**config.mk**
```make
export PLATFORM = sky130hd
export DESIGN_NAME = ahb_lite_req_master
export DESIGN_NICKNAME = d
export VERILOG_FILES = /design/src/rtl/ahb_lite_req_master.sv
export SDC_FILE = /design/constraint.sdc
export NUM_CORES = 1
export LEC_CHECK = 0
export CORE_UTILIZATION = 30
export DETAILED_ROUTE_END_ITERATION = 10
export PLACE_DENSITY = 0.62
export SLEW_MARGIN = 10
export SYNTH_ARGS = -nofsm -noshare
export SYNTH_HDL_FRONTEND = slang
export SYNTH_SLANG_ARGS = --single-unit
```
**constraint.sdc**
```tcl
create_clock -name hclk -period 3.9 [get_ports hclk]
set_input_delay 0.78 -clock hclk [delete_from_list [all_inputs] [get_ports hclk]]
set_output_delay 0.78 -clock hclk [all_outputs]
set_load 0.01 [all_outputs]
```
**src/rtl/ahb_lite_req_master.sv**
```systemverilog
// AHB-lite single-transfer master driven by a valid/ready request port.
// Handles wait states, ERROR responses, lane steering, alignment and timeout.
module ahb_lite_req_master #(
  parameter int ADDR_WIDTH = 15,
  parameter int TIMEOUT    = 255
) (
  input  logic                  hclk,
  input  logic                  hresetn,
  input  logic                  req_valid,
  output logic                  req_ready,
  input  logic                  req_write,
  input  logic [ADDR_WIDTH-1:0] req_addr,
  input  logic [1:0]            req_size,
  input  logic [31:0]           req_wdata,
  output logic                  rsp_valid,
  output logic [31:0]           rsp_rdata,
  output logic                  rsp_err,
  output logic                  hsel,
  output logic [ADDR_WIDTH-1:0] haddr,
  output logic                  hwrite,
  output logic [2:0]            hsize,
  output logic [1:0]            htrans,
  output logic [31:0]           hwdata,
  input  logic [31:0]           hrdata,
  input  logic                  hready,
  input  logic                  hresp
);

  typedef enum logic [1:0] {
    S_IDLE,
    S_ADDR,
    S_DATA,
    S_RESP
  } state_t;

  localparam logic [15:0] TO_LIM = 16'(TIMEOUT);

  state_t                state_q, state_d;
  logic                  wr_q;
  logic [ADDR_WIDTH-1:0] addr_q;
  logic [1:0]            size_q;
  logic [31:0]           wdata_q;
  logic [15:0]           wcnt_q, wcnt_d;
  logic [31:0]           rdata_q, rdata_d;
  logic                  err_q, err_d;
  logic                  accept;
  logic                  aligned;
  logic                  to_hit;
  logic [31:0]           lane_wdata;
  logic [31:0]           lane_rdata;

  assign accept = req_valid && req_ready;
  assign to_hit = (TIMEOUT != 0) && (wcnt_q + 16'd1 == TO_LIM);

  always_comb begin
    aligned = 1'b0;
    unique case (1'b1)
      req_size == 2'd0: aligned = 1'b1;
      req_size == 2'd1: aligned = !req_addr[0];
      req_size == 2'd2: aligned = req_addr[1:0] == 2'b00;
      default:          aligned = 1'b0;
    endcase
  end

  always_comb begin
    lane_wdata = wdata_q;
    unique case (1'b1)
      size_q == 2'd0: lane_wdata = {4{wdata_q[7:0]}};
      size_q == 2'd1: lane_wdata = {2{wdata_q[15:0]}};
      default:        lane_wdata = wdata_q;
    endcase
  end

  always_comb begin
    lane_rdata = hrdata;
    unique case (1'b1)
      size_q == 2'd0:
        lane_rdata = {24'd0, hrdata[{addr_q[1:0], 3'b000} +: 8]};
      size_q == 2'd1:
        lane_rdata = {16'd0, hrdata[{addr_q[1], 4'b0000} +: 16]};
      default:
        lane_rdata = hrdata;
    endcase
  end

  always_ff @(posedge hclk or negedge hresetn) begin
    if (!hresetn) begin
      state_q <= S_IDLE;
      wr_q    <= 1'b0;
      addr_q  <= '0;
      size_q  <= 2'd0;
      wdata_q <= 32'd0;
      wcnt_q  <= 16'd0;
      rdata_q <= 32'd0;
      err_q   <= 1'b0;
    end else begin
      state_q <= state_d;
      wcnt_q  <= wcnt_d;
      rdata_q <= rdata_d;
      err_q   <= err_d;
      if (accept) begin
        wr_q    <= req_write;
        addr_q  <= req_addr;
        size_q  <= req_size;
        wdata_q <= req_wdata;
      end
    end
  end

  // A completing edge wins over a timeout landing on the same edge
  always_comb begin
    state_d = state_q;
    wcnt_d  = wcnt_q;
    rdata_d = rdata_q;
    err_d   = err_q;
    unique case (state_q)
      S_IDLE: begin
        if (accept) begin
          if (aligned) begin
            state_d = S_ADDR;
          end else begin
            state_d = S_RESP;
            rdata_d = 32'd0;
            err_d   = 1'b1;
          end
        end
      end
      S_ADDR: begin
        if (hready) begin
          state_d = S_DATA;
          wcnt_d  = 16'd0;
        end
      end
      S_DATA: begin
        if (hready) begin
          state_d = S_RESP;
          err_d   = hresp;
          rdata_d = wr_q ? 32'd0 : lane_rdata;
        end else if (to_hit) begin
          state_d = S_RESP;
          err_d   = 1'b1;
          rdata_d = 32'd0;
        end else begin
          wcnt_d = wcnt_q + 16'd1;
        end
      end
      S_RESP: begin
        state_d = S_IDLE;
      end
      default: begin
        state_d = S_IDLE;
      end
    endcase
  end

  always_comb begin
    req_ready = 1'b0;
    rsp_valid = 1'b0;
    hsel      = 1'b0;
    haddr     = '0;
    hwrite    = 1'b0;
    hsize     = 3'd0;
    htrans    = 2'b00;
    hwdata    = 32'd0;
    unique case (state_q)
      S_IDLE: req_ready = hresetn;
      S_ADDR: begin
        hsel   = 1'b1;
        htrans = 2'b10;
        haddr  = addr_q;
        hwrite = wr_q;
        hsize  = {1'b0, size_q};
      end
      S_DATA: hwdata = wr_q ? lane_wdata : 32'd0;
      S_RESP: rsp_valid = 1'b1;
      default: req_ready = 1'b0;
    endcase
  end

  assign rsp_rdata = rdata_q;
  assign rsp_err   = err_q;

endmodule

```
; ---- Word level (Yosys, flattened, before mapping)
; Cells that the tools add are included.
[word_totals]
wordCells = 68
out_inout_bits = 89
register_bits = 101
[classes]
mux = 33
shifts = 2
n_eq_ne = 13
add_sub_neg = 1
n_reduce_logical = 11
[ops]
columns = op, count
row1 = two-way mux 32 bit, 7
row2 = one-hot mux 32 bit (2 select lines), 3
row3 = two-way mux 16 bit, 3
row4 = one-hot mux 16 bit (2 select lines), 1
row5 = indexed part select 32 x 6 -> 16 bit, 1
row6 = indexed part select 32 x 6 -> 8 bit, 1
row7 = "adder 16 x 1 -> 16 bit, second input constant", 1
row8 = "== test 16 x 8 -> 1 bit, second input constant", 1
row9 = two-way mux 15 bit, 1
row10 = two-way mux 2 bit, 7
row11 = "inequality test 2 bit, second input constant", 5
row12 = zero test 2 bit, 4
row13 = two-way mux 1 bit, 8
row14 = one-hot mux 2 bit (4 select lines), 1
row15 = AND reduction 4 bit, 2
row16 = "== test 2 x 1 -> 1 bit, second input constant", 3
row17 = "== test 2 bit, second input constant", 3
row18 = nonzero test 2 bit, 2
row19 = "inequality test 3 bit, second input constant", 1
row20 = one-hot mux 1 bit (3 select lines), 1
row21 = AND reduction 3 bit, 1
row22 = one-hot mux 1 bit (2 select lines), 1
row23 = logical AND 1 bit, 1
row24 = zero test 1 bit, 1

; ---- Logic depth before layout (Yosys ltp)
; Gate-level depths: netlist (run 1).
[logic_depth]
word_depth = 5
depth_mapped = 10

; ---- Worst setup path after synthesis (run 1)
; Ideal clock, no wire load.
[synth_timing]
path_type = reg-to-reg
from = register wcnt_q[0]
to = register rdata_q[10] (netlist: rsp_rdata[10])
path_buffers = 2
stages_incl_launch_ff = 10
t_arrival_ns = 2.499
required_time_ns = 3.775
path_slack_ns = 1.276
cell_sequence = dfrtp_1 clkbuf_1 nand4_1 nor4_1 xnor2_1 nand4_1 or3b_4 a21bo_4 buf_6 mux2_4
[synth_between]
elab_chain_len = 4
[synth_rtl]
columns = item, line
row1 = start: declaration, 43  ; logic [15:0] wcnt_q, wcnt_d;
row2 = start signal: assignment, 98  ; wcnt_q <= wcnt_d;
row3 = adder 16 x 1 -> 16 bit, 53  ; assign to_hit = (TIMEOUT != 0) && (wcnt_q + 16'd1 == TO_LIM);
row4 = == test 16 x 8 -> 1 bit, 53
row5 = inequality test 3 bit (no line), -
row6 = AND reduction 4 bit (no line), -
row7 = end signal: assignment, 99  ; rdata_q <= rdata_d;
row8 = end: declaration, 44  ; logic [31:0] rdata_q, rdata_d;
; No other way between the ends.
; A chain may end at the register's enable or synchronous reset.

; ---- Worst setup path in the final report (run 1)
[layout_timing]
from = register state_q[0]
to = output hwdata[14]
[layout_between]
elab_chain_len = 2
[layout_rtl]
columns = item, line
row1 = start: declaration, 38  ; state_t state_q, state_d;
row2 = start signal: assignment, 97  ; state_q <= state_d;
row3 = == test 2 bit, 165  ; unique case (state_q)
row4 = two-way mux 32 bit, 165
row5 = end: declaration, 23  ; output logic [31:0] hwdata,
; No other way between the ends.

==> results of run 1 <==
-- layer usage --
| metal | global-route usage (%) | wire length (um) | up-vias |
|---|---|---|---|
| met1 | 23.1 | 7220 | 2260 |
| li1 | - | - | 2177 |
| met3 | 4.78 | 956 | 17 |
| met2 | 28.8 | 7600 | 159 |
| met5 | 0 | 0 | - |
| met4 | 5.19 | 244 | 0 |
-- registers in the layout, indices dropped and copies added, names as in the netlist --
| register | cells |
|---|---|
| wr_q | 1 |
| size_q | 2 |
| rsp_err | 1 |
| addr_q | 15 |
| wdata_q | 32 |
| rsp_rdata | 32 |
| state_q | 2 |
| wcnt_q | 16 |
-- layout make-up --
cell class,count,area (um^2)
fill,1656,9880
clock buffer,9,225
clock inverter,5,62.6
inverter,9,33.8
multi-input combinational,366,2730
sequential,101,2530
timing repair buffer,182,1800
tap,225,282
-- report_power, final --
group | switching, mW | internal, mW | total (mW)
sequential | 0.328 | 1.41 | 1.74
clock | 0.405 | 0.495 | 0.900
combinational | 1.05 | 1.16 | 2.21
total | 1.78 | 3.07 | 4.85
-- cells by family (layout without fill, tap and decap cells) --
group | count (synthesis) | after routing
other | 1 | 2
buffers and inverters | 47 | 205
XOR/XNOR | 3 | 3
adder cells (fa/ha/maj) | 7 | 7
AO/OA/AOI/OAI | 111 | 111
multiplexers | 90 | 90
AND/OR/NAND/NOR | 153 | 153
flip-flops | 101 | 101
-- worst max-delay path, cell delays in order, from the launching register on --
cell,delay (ps)
dfrtp_1,420
inv_1,120
ha_1,370
nand2_1,560
a21oi_1,340
clkdlybuf4s50_1,580
-- cells in the mapped netlist (5+ instances only) --
cell type	n
a21oi_1	28
a222oi_1	8
a22o_1	24
and2_1	21
and3_1	15
buf_1	10
buf_2	7
clkbuf_1	16
dfrtp_1	101
ha_1	7
inv_1	9
mux2_2	61
mux2_4	6
mux2i_1	22
nand2_1	31
nand3_1	12
nand4_1	6
nor2_1	45
nor2b_1	5
nor3_1	5
o21ai_0	14
o2bb2ai_1	8
-- final timing paths --
check | endpoint | slack, ps | cells after the start
worst max-delay path | hwdata[14] | 380 | 5
worst min-delay path | rsp_rdata[13]$_DFFE_PN0P_ | 480 | 2
worst max register to register | rsp_rdata[9]$_DFFE_PN0P_ | 850 | 8
worst min register to register | addr_q[14]$_DFFE_PN0P_ | 500 | 1
max in group asynchronous | addr_q[0]$_DFFE_PN0P_ | 2080 | 3
min in group hclk | addr_q[14]$_DFFE_PN0P_ | 500 | 1
-- stage by stage --
step | utilization [%] | hold slack [ps]
2_1_floorplan | - | 471
3_3_place_gp | 42.0 | 476
3_5_place_dp | 42.0 | 486
4_1_cts | 43.6 | 480
5_1_grt | 43.6 | 505
6_report | 43.6 | 484
==> impl_metrics.toml, run 1 <==
[logic_synthesis]
synthXorXnorAreaFrac_pct = 0.482
synth_flop_cell = "dfrtp_1"
synth-async-reset-ratio_pct = 100
synth-compound-area-share_pct = 14.8
synth-simple-area-share_pct = 14.4
syn_area_per_cell_um2 = 10.6
synthTopCellsByArea = "dfrtp_1, mux2_2, mux2i_1"
netlist.area_leader.share_pct = 46.4
synthCells = 513
synth_adder_area_share_pct = 1.61
yosysTopAreaCell = "dfrtp_1"
synth_mux_area_share_pct = 18.5
synth_area_um2 = 5450
synth_top_family_by_area = "multiplexers"
synth.distinct_cells = 59
ys_seq_area_share_pct = 46.4
synth-seq-cells = 101
yosysWarnings = 0
synth_edf_count = 0

[critical_path]
critPathKind = "reg2out"
startpoint_type = "flop"
cp-end-kind = "output pin"
cp_max_fo = 24
startpoint = "state_q[0]$_DFFE_PN0P_"
crit_arrival_ps = 2740
required_ps = 3120
r2r_start = "wcnt_q[0]$_DFFE_PN0P_"

[floorplanning]
boundaryPins = 176
core_area_um2 = 17500
die_h_um = 137
start_util_pct = 31.1
die_area_um2 = 18700
fp-row-count = 48
die_w_um = 137

[pwr]
vdd_drop_max_mv = 0.306
total_power_mw = 4.85
power.leakage_nw = 3.24
powerDensity_nw_per_um2 = 633

[global_routing]
grt_pass1_wl_um = 25200
grt_use_total_pct = 17.7
grt_overflow = 0
grt_pass1_vias = 4656
antenna_found_initial = 0
grt_start_max_net_pins = 74

[sta]
setup_slack_ps = 381
hold_viol_final = 0
fin_crit_ps = 3520
grt_setup_unrepaired = "false"
final.period_utilization_pct = 90.2
worst_slew_pin_slew_ps = 1140
clock_skew_ps = 7.36
setup_viol = 0
slew_viol_final = 0
slew_headroom_pct = 24.0
tns_ps = 0
fmax_ghz = 0.284

[drt]
via_per_inst = 5.14
drcViolationCount = 0
wirelength_um = 16000
antenna_left = 0
wl_per_cell_um = 17.9
drt_pass1_iterations = 7
num_vias = 4613
drtIter0Drc = 216

[clocking]
cts_setup_buffers = 0
cts_hold_buf = 0
root_buffer = "clkbuf_16"
ctsResizeCount = 0
clk_path_buf_depth = 2
cts_buffers = 9
cts_num_sinks = 101
clkSlewWorstSetupHoldPaths_ps = 70
clkLatencyLatePin_ps = 350
cts_tree = "yes"
htreeDepth = 3

[layout]
fin_area_um2 = 7650
layout_commonest_cell = "clkdlybuf4s50_1"
drive_above_1_share_pct = 15.0
syn2layout_area_growth_pct = 40.4
diodes = 0
final_cell_mix = "clkdlybuf4s50_1, dfrtp_1, mux2_2"
nNetsFinal = 763
final_cells = 897

[placed_design]
place_hpwl_um = 11600
place_ws_ps = 532
io_buffers = 173
placedInstanceArea_um2 = 7370
dp.cells = 883
gp_routability_congestion = 0.811

[run_status]
status = "completed"

[job]
max-cap-violations = 0

[min_path]
hold_class = "in2async"
(Power assumes the default switching activity.)
==> inputs of run 2 (changes only) <==
--- a/config.mk
+++ b/config.mk
@@ -5,9 +5,11 @@
 export SDC_FILE = /design/constraint.sdc
 export NUM_CORES = 1
 export LEC_CHECK = 0
+export CELL_PAD_IN_SITES_DETAIL_PLACEMENT = 0
+export CELL_PAD_IN_SITES_GLOBAL_PLACEMENT = 2
 export CORE_UTILIZATION = 30
 export DETAILED_ROUTE_END_ITERATION = 10
-export PLACE_DENSITY = 0.62
+export PLACE_DENSITY_LB_ADDON = 0.1
 export SLEW_MARGIN = 10
 export SYNTH_ARGS = -nofsm -noshare
 export SYNTH_HDL_FRONTEND = slang
==> run 2 against run 1 <==
  * Cell count up 0.11%
  * Core utilization about the same
  * Global-route usage up 0.87 points
  * Sequential share of layout area about the same
  * Maximum frequency down 3.8%
  * Register-to-register slack worse by 70 ps
  * Clock skew up 1.3 ps
  * Die area unchanged
  * Critical path type unchanged
  * Largest power group unchanged
==> impl_metrics.toml, run 2 (same netlist as run 1, synthesis figures left out) <==
[critical_path]
cpPeakStageDelay_ps = 620
cp-end-kind = "output pin"
critPathSlowestCell = "nand2_1"
required_ps = 3120
cp_max_fo = 24
crit_chain = "inv_1 -> ha_1 -> nand2_1 -> a21oi_1 -> clkdlybuf4s50_1"
critPathKind = "reg2out"
crit_arrival_ps = 2880
startpoint_type = "flop"

[floorplanning]
fp-row-count = 48
die_w_um = 137
core_area_um2 = 17500
die_area_um2 = 18700
boundaryPins = 176
die_h_um = 137
start_util_pct = 31.1

[drt]
antenna_left = 0
wl_per_cell_um = 18.6
num_vias = 4551
via_per_inst = 5.07
drcViolationCount = 0
wirelength_um = 16700
drtIter0Drc = 260
drt_pass1_iterations = 5

[layout]
syn2layout_area_growth_pct = 40.2
final_cell_mix = "clkdlybuf4s50_1, dfrtp_1, mux2_2"
seq_area_um2 = 2530
drive_above_1_share_pct = 15.2
nFillCells = 1665
multiInputGateArea_um2 = 2730
nNetsFinal = 764
layout_commonest_cell = "clkdlybuf4s50_1"
diodes = 0

[sta]
fin_crit_ps = 3660
worst_slew_pin_slew_ps = 1150
clock_skew_ps = 8.61
hold_viol_final = 0
grt_setup_unrepaired = "false"
final.period_utilization_pct = 93.8
slew_headroom_pct = 22.8
setup_viol = 0
tns_ps = 0
fmax_ghz = 0.273
slew_viol_final = 0

[pwr]
switchingPower_mw = 1.80
power_frac_clock_pct = 17.9
power.leakage_nw = 3.23
vdd_drop_max_mv = 0.252
seq_power_share_pct = 36.1
powerDensity_nw_per_um2 = 631
swShare_pct = 37.3
p_int_mw = 3.03
total_power_mw = 4.83
pwr-share-comb_pct = 46.0

[global_routing]
grt_pass1_vias = 4658
grt_overflow = 0
grt_pass1_wl_um = 26300
grt_start_max_net_pins = 57
antenna_found_initial = 1
grt_use_total_pct = 18.6

[placed_design]
gp_routability_congestion = 0.817
place_hpwl_um = 12000
io_buffers = 173

[clocking]
cts_num_sinks = 101
cts_hold_buf = 0
clkLatencyLatePin_ps = 350
cts_buffers = 9
root_buffer = "clkbuf_16"
clkSlewWorstSetupHoldPaths_ps = 70
clk_path_buf_depth = 2
htreeDepth = 3
cts_tree = "yes"
cts_setup_buffers = 0
ctsResizeCount = 0

[min_path]
hold_class = "reg2reg"

[run_status]
status = "completed"

[job]
max-cap-violations = 0
[run 2: path summary, 6_finish.rpt]
check | start | to | slack [ps] | cells past startpoint
setup / recovery | state_q[0]$_DFFE_PN0P_ | hwdata[8] | 240 | 5
hold / removal | rsp_rdata[3]$_DFFE_PN0P_ | rsp_rdata[3]$_DFFE_PN0P_ | 500 | 1
setup reg to reg | wcnt_q[0]$_DFFE_PN0P_ | rsp_rdata[8]$_DFFE_PN0P_ | 780 | 8
hold reg to reg | rsp_rdata[3]$_DFFE_PN0P_ | rsp_rdata[3]$_DFFE_PN0P_ | 500 | 1
max in group asynchronous | hresetn | rsp_rdata[16]$_DFFE_PN0P_ | 2130 | 3
min in group asynchronous | hresetn | rsp_rdata[21]$_DFFE_PN0P_ | 630 | 2
[run 2: area by class of cell]
type / instances / area share (%)
Multi-Input combinational cell: 366 / 35.7
Sequential cell: 101 / 33.1
Timing Repair Buffer: 183 / 23.6
Tap cell: 225 / 3.68
Clock buffer: 10 / 3.13
Clock inverter: 4 / 0.442
Inverter: 9 / 0.442
[run 2: worst max-delay path, delay by kind of cell (launching register included)]
family | cells | cell delay (ps)
flops | 1 | 410
buf+inv | 2 | 710
simple gates | 1 | 620
compound gates | 1 | 380
fa+ha+maj | 1 | 410
[run 2: metal layers]
metal / track usage (%) / routed length [um] / part of all wire (%) / vias up
li1: - / - / - / 2173
met1: 23.5 / 7300 / 44 / 2234
met2: 30.9 / 8150 / 49 / 136
met3: 5.96 / 1130 / 6.7 / 8
met4: 4.09 / 150 / 0.90 / 0
met5: 0 / 0 / 0 / -
[run 2: power groups by stage]
| stage | clock, mW | sequential, mW | combinational, mW |
|---|---|---|---|
| after floorplan | 0 | 1.65 | 1.36 |
| after global placement | 0 | 1.75 | 2.24 |
| after detailed placement | 0 | 1.76 | 2.24 |
| after CTS | 0.890 | 1.75 | 2.25 |
| after global routing | 0.939 | 1.80 | 2.42 |
| final | 0.862 | 1.74 | 2.22 |
[run 2: metrics by stage]
| stage | utilization [%] | hold slack [ps] | setup slack, ps | instance area [um^2] | instances |
|---|---|---|---|---|---|
| 5_1_grt | 43.6 | 516 | 27.1 | 7650 | 898 |
| 2_1_floorplan | - | 471 | 1280 | 5460 | 514 |
| 6_report | 43.6 | 496 | 242 | 7650 | 898 |
| 3_5_place_dp | 42.0 | 478 | 476 | 7370 | 884 |
| 4_1_cts | 43.6 | 498 | 201 | 7650 | 898 |
| 3_3_place_gp | 42.0 | 477 | 566 | 7370 | 884 |
